<file path="config.mk">
export PLATFORM = sky130hd
export DESIGN_NAME = cmn_weighted_rr_arb_flat
export DESIGN_NICKNAME = d
export VERILOG_FILES = /design/src/rtl/cmn_weighted_rr_arb_if.sv /design/src/rtl/cmn_weighted_rr_arb.sv /design/src/flat_wrapper.sv
export SDC_FILE = /design/constraint.sdc
export NUM_CORES = 1
export LEC_CHECK = 0
export CAP_MARGIN = 20
export CORE_MARGIN = 5
export CORE_UTILIZATION = 41
export DETAILED_ROUTE_END_ITERATION = 6
export PLACE_DENSITY = 0.62
export SKIP_CTS_REPAIR_TIMING = 1
export SYNTH_ARGS = -nofsm -noshare
export SYNTH_HDL_FRONTEND = slang
export SYNTH_SLANG_ARGS = --single-unit
</file>
<file path="constraint.sdc">
create_clock -name clk -period 6.4 [get_ports clk]
set_input_delay 1.28 -clock clk [delete_from_list [all_inputs] [get_ports clk]]
set_output_delay 1.28 -clock clk [all_outputs]
set_load 0.02 [all_outputs]
</file>
<file path="src/rtl/cmn_weighted_rr_arb_if.sv">
// Request/grant handshake bundle between requesters and cmn_weighted_rr_arb.
// master = requester/downstream side, slave = arbiter side.
interface cmn_weighted_rr_arb_if #(
  parameter int unsigned p_num_reqs = 4
);
  localparam int unsigned ID_W = $clog2(p_num_reqs);

  logic [p_num_reqs-1:0] reqs;
  logic [p_num_reqs-1:0] locks;
  logic                  out_rdy;
  logic [p_num_reqs-1:0] grants;
  logic [ID_W-1:0]       grant_id;
  logic                  xfer;
  logic                  locked;

  modport master (
    output reqs, locks, out_rdy,
    input  grants, grant_id, xfer, locked
  );

  modport slave (
    input  reqs, locks, out_rdy,
    output grants, grant_id, xfer, locked
  );
endinterface

</file>
<file path="src/rtl/cmn_weighted_rr_arb.sv">
// N-way arbiter: fixed priority or weighted round-robin, with packet locking
// and a grant that is held stable while downstream is not ready.
module cmn_weighted_rr_arb #(
  parameter int unsigned p_num_reqs    = 4,
  parameter int unsigned p_weight_bits = 4
) (
  input  logic                                clk,
  input  logic                                reset,
  input  logic                                mode,
  input  logic [p_num_reqs*p_weight_bits-1:0] weights,
  cmn_weighted_rr_arb_if.slave                bus
);
  localparam int unsigned N    = p_num_reqs;
  localparam int unsigned W    = p_weight_bits;
  localparam int unsigned ID_W = $clog2(N);

  logic [N-1:0]    prio;
  logic [N-1:0]    owner;
  logic            owner_val;
  logic            hold;
  logic            locked;
  logic [W-1:0]    credit;

  logic [N-1:0]    owner_req;
  logic [N-1:0]    rr_start;
  logic [N-1:0]    rr_pick;
  logic [N-1:0]    grants;
  logic [ID_W-1:0] grant_id;
  logic            drop;
  logic            is_new;
  logic            xfer;
  logic            found;
  int unsigned     start_idx;
  logic [W-1:0]    w_g;
  logic [W-1:0]    eff_w;
  logic [W-1:0]    next_cnt;

  function automatic logic [N-1:0] rotl1(input logic [N-1:0] v);
    return {v[N-2:0], v[N-1]};
  endfunction

  always_comb begin
    owner_req = owner & bus.reqs;
    // Owner walked away from an unlocked hold/burst: release it and let
    // rule-4 arbitration pick someone else in this very cycle.
    drop = !locked && (hold || owner_val) && (owner_req == '0);

    if (!mode)     rr_start = N'(1);
    else if (drop) rr_start = rotl1(owner);
    else           rr_start = prio;

    start_idx = 0;
    for (int unsigned s = 0; s < N; s++)
      if (rr_start[s]) start_idx = s;

    rr_pick = '0;
    found   = 1'b0;
    for (int unsigned i = 0; i < N; i++) begin
      if (!found && bus.reqs[ID_W'((start_idx + i) % N)]) begin
        rr_pick[ID_W'((start_idx + i) % N)] = 1'b1;
        found = 1'b1;
      end
    end

    if (locked)
      grants = owner_req;
    else if (!drop && (hold || (owner_val && credit != '0)))
      grants = owner;
    else
      grants = rr_pick;

    grant_id = '0;
    w_g      = '0;
    for (int unsigned i = 0; i < N; i++) begin
      if (grants[i]) begin
        grant_id = ID_W'(i);
        w_g      = weights[i*W +: W];
      end
    end

    xfer     = (|grants) && bus.out_rdy;
    // A grant is fresh unless it continues a locked packet or a live burst.
    is_new   = !locked && (!owner_val || drop);
    eff_w    = (!mode || w_g == '0) ? W'(1) : w_g;
    next_cnt = (is_new ? eff_w : credit) - W'(1);
  end

  always_ff @(posedge clk or negedge reset) begin
    if (!reset) begin
      prio      <= N'(1);
      owner     <= '0;
      owner_val <= 1'b0;
      hold      <= 1'b0;
      locked    <= 1'b0;
      credit    <= '0;
    end else begin
      if (drop) begin
        owner_val <= 1'b0;
        hold      <= 1'b0;
        credit    <= '0;
        prio      <= rotl1(owner);
      end
      if (xfer) begin
        hold  <= 1'b0;
        owner <= grants;
        if (bus.locks[grant_id]) begin
          locked <= 1'b1;
          if (is_new) credit <= eff_w;
        end else begin
          locked <= 1'b0;
          if (next_cnt != '0) begin
            owner_val <= 1'b1;
            credit    <= next_cnt;
          end else begin
            owner_val <= 1'b0;
            credit    <= '0;
            prio      <= rotl1(grants);
          end
        end
      end else if (|grants) begin
        hold  <= 1'b1;
        owner <= grants;
      end
    end
  end

  assign bus.grants   = grants;
  assign bus.grant_id = grant_id;
  assign bus.xfer     = xfer;
  assign bus.locked   = locked;
endmodule

</file>
<file path="src/flat_wrapper.sv">
// flat-port wrapper written by rule: the top's interface ports become plain ports
module cmn_weighted_rr_arb_flat 
#(
  parameter int unsigned p_num_reqs    = 4,
  parameter int unsigned p_weight_bits = 4
)
  (clk, reset, mode, weights, bus_reqs, bus_locks, bus_out_rdy, bus_grants, bus_grant_id, bus_xfer, bus_locked);
  cmn_weighted_rr_arb_if #(.p_num_reqs(p_num_reqs)) bus_i ();
  input  logic clk;
  input  logic reset;
  input  logic mode;
  input  logic [p_num_reqs*p_weight_bits-1:0] weights;
  input wire logic [$bits(bus_i.reqs)-1:0] bus_reqs;
  input wire logic [$bits(bus_i.locks)-1:0] bus_locks;
  input wire logic [$bits(bus_i.out_rdy)-1:0] bus_out_rdy;
  output wire logic [$bits(bus_i.grants)-1:0] bus_grants;
  output wire logic [$bits(bus_i.grant_id)-1:0] bus_grant_id;
  output wire logic [$bits(bus_i.xfer)-1:0] bus_xfer;
  output wire logic [$bits(bus_i.locked)-1:0] bus_locked;
  assign bus_i.reqs = bus_reqs;
  assign bus_i.locks = bus_locks;
  assign bus_i.out_rdy = bus_out_rdy;
  assign bus_grants = bus_i.grants;
  assign bus_grant_id = bus_i.grant_id;
  assign bus_xfer = bus_i.xfer;
  assign bus_locked = bus_i.locked;
  cmn_weighted_rr_arb #(.p_num_reqs(p_num_reqs), .p_weight_bits(p_weight_bits)) u_core (.clk(clk), .reset(reset), .mode(mode), .weights(weights), .bus(bus_i));
endmodule
</file>
# Word level (Yosys, flattened, before mapping)
# Index checks and enable logic that the tools add are counted.
[word_totals]
ff_bits = 15
latch_bits = 0
mem_bits_rw = 0
rom_bits = 0
input_bits = 28
output_inout_bits = 8
n_memories = 0
[op_classes]
n_addsub = 4
mul = 0
n_div = 0
order_cmp = 9
n_eq_ne = 0
shifts = 0
muxes = 59
n_bitwise = 4
n_reduce_logical = 31
[ops]
columns = ["op", "count"]
rows = [
  ["4-bit two-way mux", 24],
  ["1-bit two-way mux", 22],
  ["2-bit by 3-bit < comparator with 1-bit output, second input constant", 5],
  ["1-bit logical AND", 13],
  ["4-bit OR", 3],
  ["1-bit binary-select mux with 2-bit select", 5],
  ["1-bit demux with 2-bit select", 4],
  ["2-bit by 1-bit greater-or-equal comparator with 1-bit output, second input constant", 4],
  ["4-bit logical NOT", 2],
  ["2-bit two-way mux", 4],
  ["4-bit nonzero test", 2],
  ["1-bit logical NOT", 7],
  ["2-bit adder, second input constant", 2],
  ["4-bit AND", 1],
  ["1-bit logical OR", 4],
  ["4-bit OR reduction", 1],
  ["4-bit by 1-bit subtractor with 4-bit output, second input constant", 1],
  ["3-bit nonzero test", 1],
  ["2-bit by 1-bit adder with 2-bit output, second input constant", 1],
  ["2-bit nonzero test", 1],
]

# Depth between registers and ports, before layout
# Gate-level depths: netlist of run 1.
[logic_depth]
ltp_word = 35
depth_mapped = 24
ltp_nobuf = 21

# Worst setup path before layout of run 1
# OpenSTA, ideal clock, no wires.
[synth_path]
kind = "input-to-reg"
start = "input bus_reqs[1]"
end = "register u_core.prio[1]"
arrival_time_ns = 5.796
required_time_ns = 6.272
slack_ns = 0.476
path_stages = 21
path_buffers = 1
path_cell_list = "buf_2 o2bb2ai_2 o31a_1 nor2_4 inv_1 ha_1 nor4b_1 a31oi_1 or3_1 mux2i_1 o211ai_1 a41oi_2 or4b_1 a211oi_1 a211oi_1 o31a_1 ha_1 nand3b_1 nand2b_1 o21ai_4 mux2_1"
[synth_via]
elab_chain_cells = 35
elab_cells_between_ends = 81
classes_between = "add/sub: 4; order compare: 8; mux: 44; bitwise: 4; reduce/logical: 21"
[synth_lines]
columns = ["item", "line", "text"]
rows = [
  ["start: declaration", "flat_wrapper.sv:13", "input wire logic [$bits(bus_i.reqs)-1:0] bus_reqs;"],
  ["branches (longest 20 deep; another with 2-bit by 3-bit < comparator with 1-bit output)", "--", ""],
  ["4-bit two-way mux (*)", "cmn_weighted_rr_arb.sv:67", "else if (!drop && (hold || (owner_val && credit != '0)))"],
  ["4-bit two-way mux (*)", "cmn_weighted_rr_arb.sv:65", "if (locked)"],
  ["via bus_grants[0]", "flat_wrapper.sv:16", "output wire logic [$bits(bus_i.grants)-1:0] bus_grants;"],
  ["4-bit two-way mux (4 in a row)", "cmn_weighted_rr_arb.sv:75", "if (grants[i]) begin"],
  ["4-bit logical NOT", "cmn_weighted_rr_arb.sv:84", "eff_w = (!mode || w_g == '0) ? W'(1) : w_g;"],
  ["1-bit logical OR", "cmn_weighted_rr_arb.sv:84", ""],
  ["4-bit two-way mux", "cmn_weighted_rr_arb.sv:84", ""],
  ["4-bit two-way mux", "cmn_weighted_rr_arb.sv:85", "next_cnt = (is_new ? eff_w : credit) - W'(1);"],
  ["4-bit by 1-bit subtractor with 4-bit output", "cmn_weighted_rr_arb.sv:85", ""],
  ["4-bit nonzero test", "cmn_weighted_rr_arb.sv:111", "if (next_cnt != '0) begin"],
  ["4-bit two-way mux", "cmn_weighted_rr_arb.sv:111", ""],
  ["4-bit two-way mux", "cmn_weighted_rr_arb.sv:106", "if (bus.locks[grant_id]) begin"],
  ["4-bit two-way mux (*)", "cmn_weighted_rr_arb.sv:103", "if (xfer) begin"],
  ["end signal: assignment", "cmn_weighted_rr_arb.sv:101", "prio <= rotl1(owner);"],
  ["end signal: assignment", "cmn_weighted_rr_arb.sv:117", "prio <= rotl1(grants);"],
  ["end: declaration", "cmn_weighted_rr_arb.sv:17", "logic [N-1:0] prio;"],
]
# Mark *: on every way through the listed nets, which the timed path passes. The select of a mux whose other input is x is not followed.
# A chain may end at the register's enable or synchronous reset.

# Worst setup path after layout of run 1
[layout_path]
start = "input bus_reqs[0]"
end = "output bus_grants[2]"
[layout_via]
elab_chain_cells = 22
elab_cells_between_ends = 59
classes_between = "add/sub: 3; order compare: 8; mux: 30; bitwise: 4; reduce/logical: 14"
[layout_lines]
columns = ["item", "line"]
rows = [
  ["branches (longest 20 deep; another with 2-bit by 3-bit < comparator with 1-bit output)", "--"],
  ["4-bit two-way mux (*)", "cmn_weighted_rr_arb.sv:67"],
  ["4-bit two-way mux (*)", "cmn_weighted_rr_arb.sv:65"],
  ["end: declaration", "flat_wrapper.sv:16"],
]
# Mark *: on every way between the ends. The select of a mux whose other input is x is not followed.

==> run summary, run 1 <==
Outcome - completed
Syn Inst Count - 217
Vias per Instance - 5.78
Top FF cell, synth - dfrtp_1
Fraction of layout cells with a size suffix above 1 - 0.254
Slew at the pin with the worst max-slew slack - 609 ps
Max Slew Vio Count - 0
Wirelength per Cell - 16.4 µm
Syn. warnings - 0
Full die area - 5960 µm²
Critical path data required time - 5120 ps
Seq/Total Area, Yosys - 0.189
Core Util, Final - 0.588
Chip Width - 77.2 µm
Post-route ant nets - 0
Final wirelength - 5490 µm
Min Tclk post-route - 6130 ps
Min-delay src - u_core.credit[3]
CTS buffer count - 3
Area grow syn2layout - 38.3%
DP HPWL - 4480 µm
Antenna cells - 0
Core footprint - 4350 µm²
Reg2reg start - u_core.bus.locked
Peak VDD IR - 0.000357 V
Initial antenna violation count - 0
WHS Path Cells - 2
Max-cap violations - 0
Most numerous cell in the Yosys netlist - nand2_1
Worst hold endpoint - u_core.credit[3]
Area leader, netlist - dfrtp_1
Vias in the first global route - 1819
Clock-pin slew on the worst setup and hold paths - 50 ps
Max transition margin - 0.591
GRT Total Usage - 0.177
Post-synth EDFFs - 0
First-pass iteration count of the detailed router - 4
P_leak - 1.11 nW
Die H - 77.2 µm
Initial Util - 0.425
Synth async-reset ratio - 1.00
CP endpoint kind - output pin
WS Path Type - in -> out
Placed instance count - 330
Worst Hold Class - reg -> reg
Via count - 1935
Iter 0 DRT Violations - 168
Clock root buffer - clkbuf_8
Worst Skew - 0.673 ps
Core Rows - 24
# H-tree levels - 1
Commonest cells in the netlist - nand2_1 (18), dfrtp_1 (14), a21oi_1 (13)
Final #Nets - 319
CTS tree - yes
Clk_lat worst skew - 240 ps
R2r endpoint - u_core.prio[3]
Fin Setup TNS - 0 ps
Setup violations, final - 0
Final hold violations - 0
Post-Syn Nets - 252
Total Power - 1.59 mW
Cell Area, Synth - 1850 µm²
GRT overflow - 0
Ranking of synthesized cells by area - dfrtp_1 (19%), mux2i_1 (5.9%), ha_1 (4.7%)
Yosys reg bits - 14
Pwr/cell area - 620 nW/µm²
Final Non-Filler Cells - 335
Gpl congestion - 0.900
Synth cell types - 69
CP startpoint kind - input pin
IO buf count - 35
Tcrit/Tclk final - 0.958
Worst EP arrival - 4850 ps
Hold_ws - 553 ps
Highest Clock Rate - 163 MHz
CTS sink cnt - 14
Critical Path Fanout Max - 6
First-pass GRT wire length - 8910 µm
Clock Path Buffers - 2
Synth top area share - 0.189
Largest net degree at the start of global routing - 15
R2R Setup Slk - 1310 ps
DR DRC count - 0
Syn avg cell area - 8.53 µm²
Reg2Reg Depth - 21
# IOs - 36
## cells by family (layout without fill, tap and decap cells)
| group | after synthesis | after routing | synth area share |
|---|---|---|---|
| AO/OA/AOI/OAI | 85 | 85 | 0.377 |
| XOR/XNOR | 3 | 3 | 0.0142 |
| adder cells (fa/ha/maj) | 7 | 7 | 0.0473 |
| buffers and inverters | 19 | 85 | 0.0541 |
| flip-flops | 14 | 14 | 0.189 |
| multiplexers | 18 | 18 | 0.102 |
| AND/OR/NAND/NOR | 71 | 71 | 0.216 |
## per-stage QoR
step / worst slack (ps) / cell area (µm²)
final: 269 / 2560
after CTS: 0.275 / 2520
after floorplan: 476 / 1850
after detailed placement: 14.3 / 2470
after global routing: -12.4 / 2560
after global placement: 41.5 / 2470
## metal layers
| metal | routed length (µm) | vias to the layer above | track usage |
|---|---|---|---|
| met3 | 192 | 4 | 0.0105 |
| li1 | - | 973 | - |
| met5 | 0 | - | 0 |
| met2 | 2600 | 44 | 0.284 |
| met1 | 2660 | 914 | 0.256 |
| met4 | 38 | 0 | 0.0464 |
## critical path, stage by stage
cell,delay (ps)
clkdlybuf4s50_1,490
a21o_4,280
o31a_1,320
nor2_4,120
inv_1,60
ha_1,340
mux2_2,380
a211oi_2,280
o21ai_0,140
a21boi_2,210
nor2_1,180
buf_4,170
clkdlybuf4s50_1,600
## cell usage in the layout (no fill, tap or decap), types with 3 or more instances in the layout
cell type        instances
a211oi_1                 4
a21oi_1                 12
a221oi_2                 3
a31oi_1                  6
buf_4                   37
clkbuf_8                 4
clkdlybuf4s50_1         29
dfrtp_1                 14
dlymetal6s2s_1           6
ha_1                     7
inv_1                    8
mux2_2                   5
mux2i_1                 11
nand2_1                 18
nand2b_1                 5
nand3_1                  5
nand4b_1                 3
nor2_1                  12
nor2b_1                  3
o211ai_1                 5
o21ai_0                 12
o22ai_1                  3
o31a_1                   3
or3_1                    4
## cell type report
class,instances,area (µm²)
Clock buffer,4,55.1
Tap cell,52,65.1
Multi-Input combinational cell,184,1410
Inverter,9,33.8
Fill cell,413,1800
Sequential cell,14,350
Timing Repair Buffer,72,643
## worst max path at each step
stage                            from        endpoint  slack, ps  cells past startpoint
after floorplan           bus_reqs[1]  u_core.prio[1]        480                     21
after global placement    bus_reqs[0]        bus_xfer         40                     17
after detailed placement  bus_reqs[0]        bus_xfer         10                     17
after CTS                 bus_reqs[0]        bus_xfer        0.3                     17
after global routing      bus_reqs[0]  u_core.prio[3]        -10                     22
final                     bus_reqs[0]   bus_grants[2]        270                     13
## report_power, final
group	total [mW]	switching, mW	internal (mW)
clock network	0.0831	0.0287	0.0544
logic	1.31	0.693	0.612
registers	0.197	0.0631	0.134
total	1.59	0.785	0.801
## state kept, by name, indices dropped and copies added (netlist names)
name               cells
u_core.bus.locked      1
u_core.owner_val       1
u_core.owner           4
u_core.prio            3
u_core.credit          4
u_core.hold            1
Note: power is estimated with default switching activity, not from simulation.
==> inputs of run 2 (changes only) <==
--- a/config.mk
+++ b/config.mk
@@ -6,10 +6,14 @@
 export NUM_CORES = 1
 export LEC_CHECK = 0
 export CAP_MARGIN = 20
+export CELL_PAD_IN_SITES_DETAIL_PLACEMENT = 1
+export CELL_PAD_IN_SITES_GLOBAL_PLACEMENT = 1
 export CORE_MARGIN = 5
-export CORE_UTILIZATION = 41
+export CORE_UTILIZATION = 40
+export CTS_BUF_LIST = sky130_fd_sc_hd__clkbuf_8
 export DETAILED_ROUTE_END_ITERATION = 6
-export PLACE_DENSITY = 0.62
+export PLACE_DENSITY = 0.78
+export RECOVER_POWER = 50
 export SKIP_CTS_REPAIR_TIMING = 1
 export SYNTH_ARGS = -nofsm -noshare
 export SYNTH_HDL_FRONTEND = slang
==> run 2 against run 1 <==
  * Clock-buffer cell count is the same
  * Core utilization grew 0.45 points
  * Power grew 5.5%
  * Critical endpoint is now u_core.prio[1]
  * Via count grew 6.0%
  * Maximum frequency shrank 1.7%
  * Critical path depth grew 8
  * Largest power group unchanged
  * Global-route usage grew 3.2 points
==> run summary, run 2 (synthesized netlist as in run 1, its figures left out) <==
Die H - 78.0 µm (+1.1%)
Final instance area - 2610 µm² (+2.2%)
Chip Width - 78.0 µm (+1.1%)
Fraction of layout cells with a size suffix above 1 - 0.276 (+0.0212)
IO buf count - 35 (unchanged)
Area grow syn2layout - 41.2%
Final Non-Filler Cells - 335 (unchanged)
Slew at the pin with the worst max-slew slack - 667 ps (+58.4 ps)
Gpl congestion - 0.900 (about the same)
Clock Path Buffers - 2 (unchanged)
Clock root buffer - clkbuf_8
Core Rows - 24 (unchanged)
CTS sink cnt - 14 (unchanged)
Setup violations, final - 0 (unchanged)
Met3 WL - 220 µm (+15%)
Outcome - completed
Commonest non-fill, non-tap cells in the layout - buf_4 (36), clkdlybuf4s50_1 (26), nand2_1 (18), dfrtp_1 (14)
Peak VDD IR - 0.000348 V (-2.5%)
Final hold violations - 0 (unchanged)
WS Path Type - in -> reg
# IOs - 36 (unchanged)
Core Util, Final - 0.592 (+0.00448)
Met1 WL - 3020 µm (+14%)
Max transition margin - 0.552 (-0.0392)
Metal2 WL - 3230 µm (+24%)
Total Power - 1.67 mW (+5.5%)
Antenna cells - 0 (unchanged)
Reg2Reg Depth - 20 (-4.8%)
Commonest non-fill, non-tap cell in the layout - buf_4
Placed instance count - 328 (-0.61%)
CP endpoint kind - flip-flop
Worst Hold Class - reg -> reg
# H-tree levels - 1 (unchanged)
GRT overflow - 0 (unchanged)
Full die area - 6090 µm² (+2.2%)
Final #Nets - 319 (unchanged)
CTS buffer count - 3 (unchanged)
WHS Path Cells - 2 (unchanged)
First-pass GRT wire length - 10500 µm (+18%)
Worst EP arrival - 6360 ps (+1510 ps)
Post-route ant nets - 0 (unchanged)
Slowest cell on crit path - clkdlybuf4s50_1
Initial Util - 0.419 (-0.00578)
Iter 0 DRT Violations - 84 (-50%)
Max-cap violations - 0 (unchanged)
Highest Clock Rate - 160 MHz (-1.7%)
CP startpoint kind - input pin
Wirelength per Cell - 19.6 µm (+19%)
Final wirelength - 6560 µm (+19%)
Max Slew Vio Count - 0 (unchanged)
Vias in the first global route - 2125 (+17%)
Delay of the slowest cell on the worst path - 500 ps (-100 ps)
P_leak - 1.13 nW (+1.9%)
CTS tree - yes
Placement Cell Area - 2450 µm² (-0.61%)
DP HPWL - 5310 µm (+19%)
Min Tclk post-route - 6240 ps (+107 ps)
Critical path data required time - 6520 ps (+1400 ps)
Critical Path Fanout Max - 4 (-2)
Largest net degree at the start of global routing - 15 (unchanged)
Tcrit/Tclk final - 0.975 (+0.0168)
First-pass iteration count of the detailed router - 5 (+1)
Cell Chain, Critical Path - clkdlybuf4s50_1, a22o_4, o311ai_4, o211a_1, ha_1, nor4b_1, a31oi_1, or3_1, mux2i_1, o21ai_1, o2111a_2, nor2_4, buf_12, mux2i_1, o22ai_1, o31a_1, ha_1, nand3b_1, nand2b_1, o21ai_4, mux2_1
Worst Skew - 1.39 ps (+0.721 ps)
DR DRC count - 0 (unchanged)
GRT Total Usage - 0.209 (+0.0324)
Via count - 2051 (+6.0%)
Core footprint - 4410 µm² (+1.4%)
Clk_lat worst skew - 240 ps (about the same)
Biggest regs - u_core.credit: 4 flops, u_core.owner: 4 flops, u_core.prio: 3 flops
Clock-pin slew on the worst setup and hold paths - 60 ps (about the same)
Pwr/cell area - 640 nW/µm² (+3.2%)
FILL cells - 530 (+28%)
Vias per Instance - 6.12 (+6.0%)
Top sig layer - met4
Initial antenna violation count - 0 (unchanged)
[run 2: through the flow]
step           hold WS, ps  setup slack [ps]  TNS [ps]
2_1_floorplan          511               476         0
3_3_place_gp           536              52.6         0
3_5_place_dp           553             -96.5      -310
4_1_cts                562             -83.1      -196
5_1_grt                590             -50.2     -86.9
6_report               560               162         0
[run 2: final timing paths]
kind,start,endpoint,slack [ps]
min in group asynchronous,reset,u_core.bus.locked,1500
max in group asynchronous,reset,u_core.credit[0],4500
max reg2reg,u_core.owner[2],u_core.prio[1],1180
min,u_core.credit[3],u_core.credit[3],560
min reg2reg,u_core.credit[3],u_core.credit[3],560
max,bus_reqs[3],u_core.prio[1],160
[run 2: routing by layer]
metal	vias to the layer above	global-route usage
met5	-	0
met4	0	0.0456
met3	12	0.0149
met2	53	0.364
met1	1018	0.284
li1	968	-
[run 2: area by class of cell]
class	count	area, µm²	area share
clock buffer	4	55.1	0.0211
inverter	9	33.8	0.0129
multi-input combinational	184	1450	0.555
sequential	14	350	0.134
tap	52	65.1	0.0249
timing repair buffer	72	658	0.252
[run 2: power breakdown]
group	total, mW	internal (mW)	switching, mW
clock	0.0843	0.0544	0.0298
combinational	1.39	0.635	0.752
sequential	0.200	0.134	0.0668
total	1.67	0.823	0.849
[run 2: critical path: cells and delay by family]
family,cells,cell delay [ps]
buffers and inverters,2,630
AND/OR/NAND/NOR,5,1140
adder cells (fa/ha/maj),2,500
AO/OA/AOI/OAI,9,1950
multiplexers,3,850
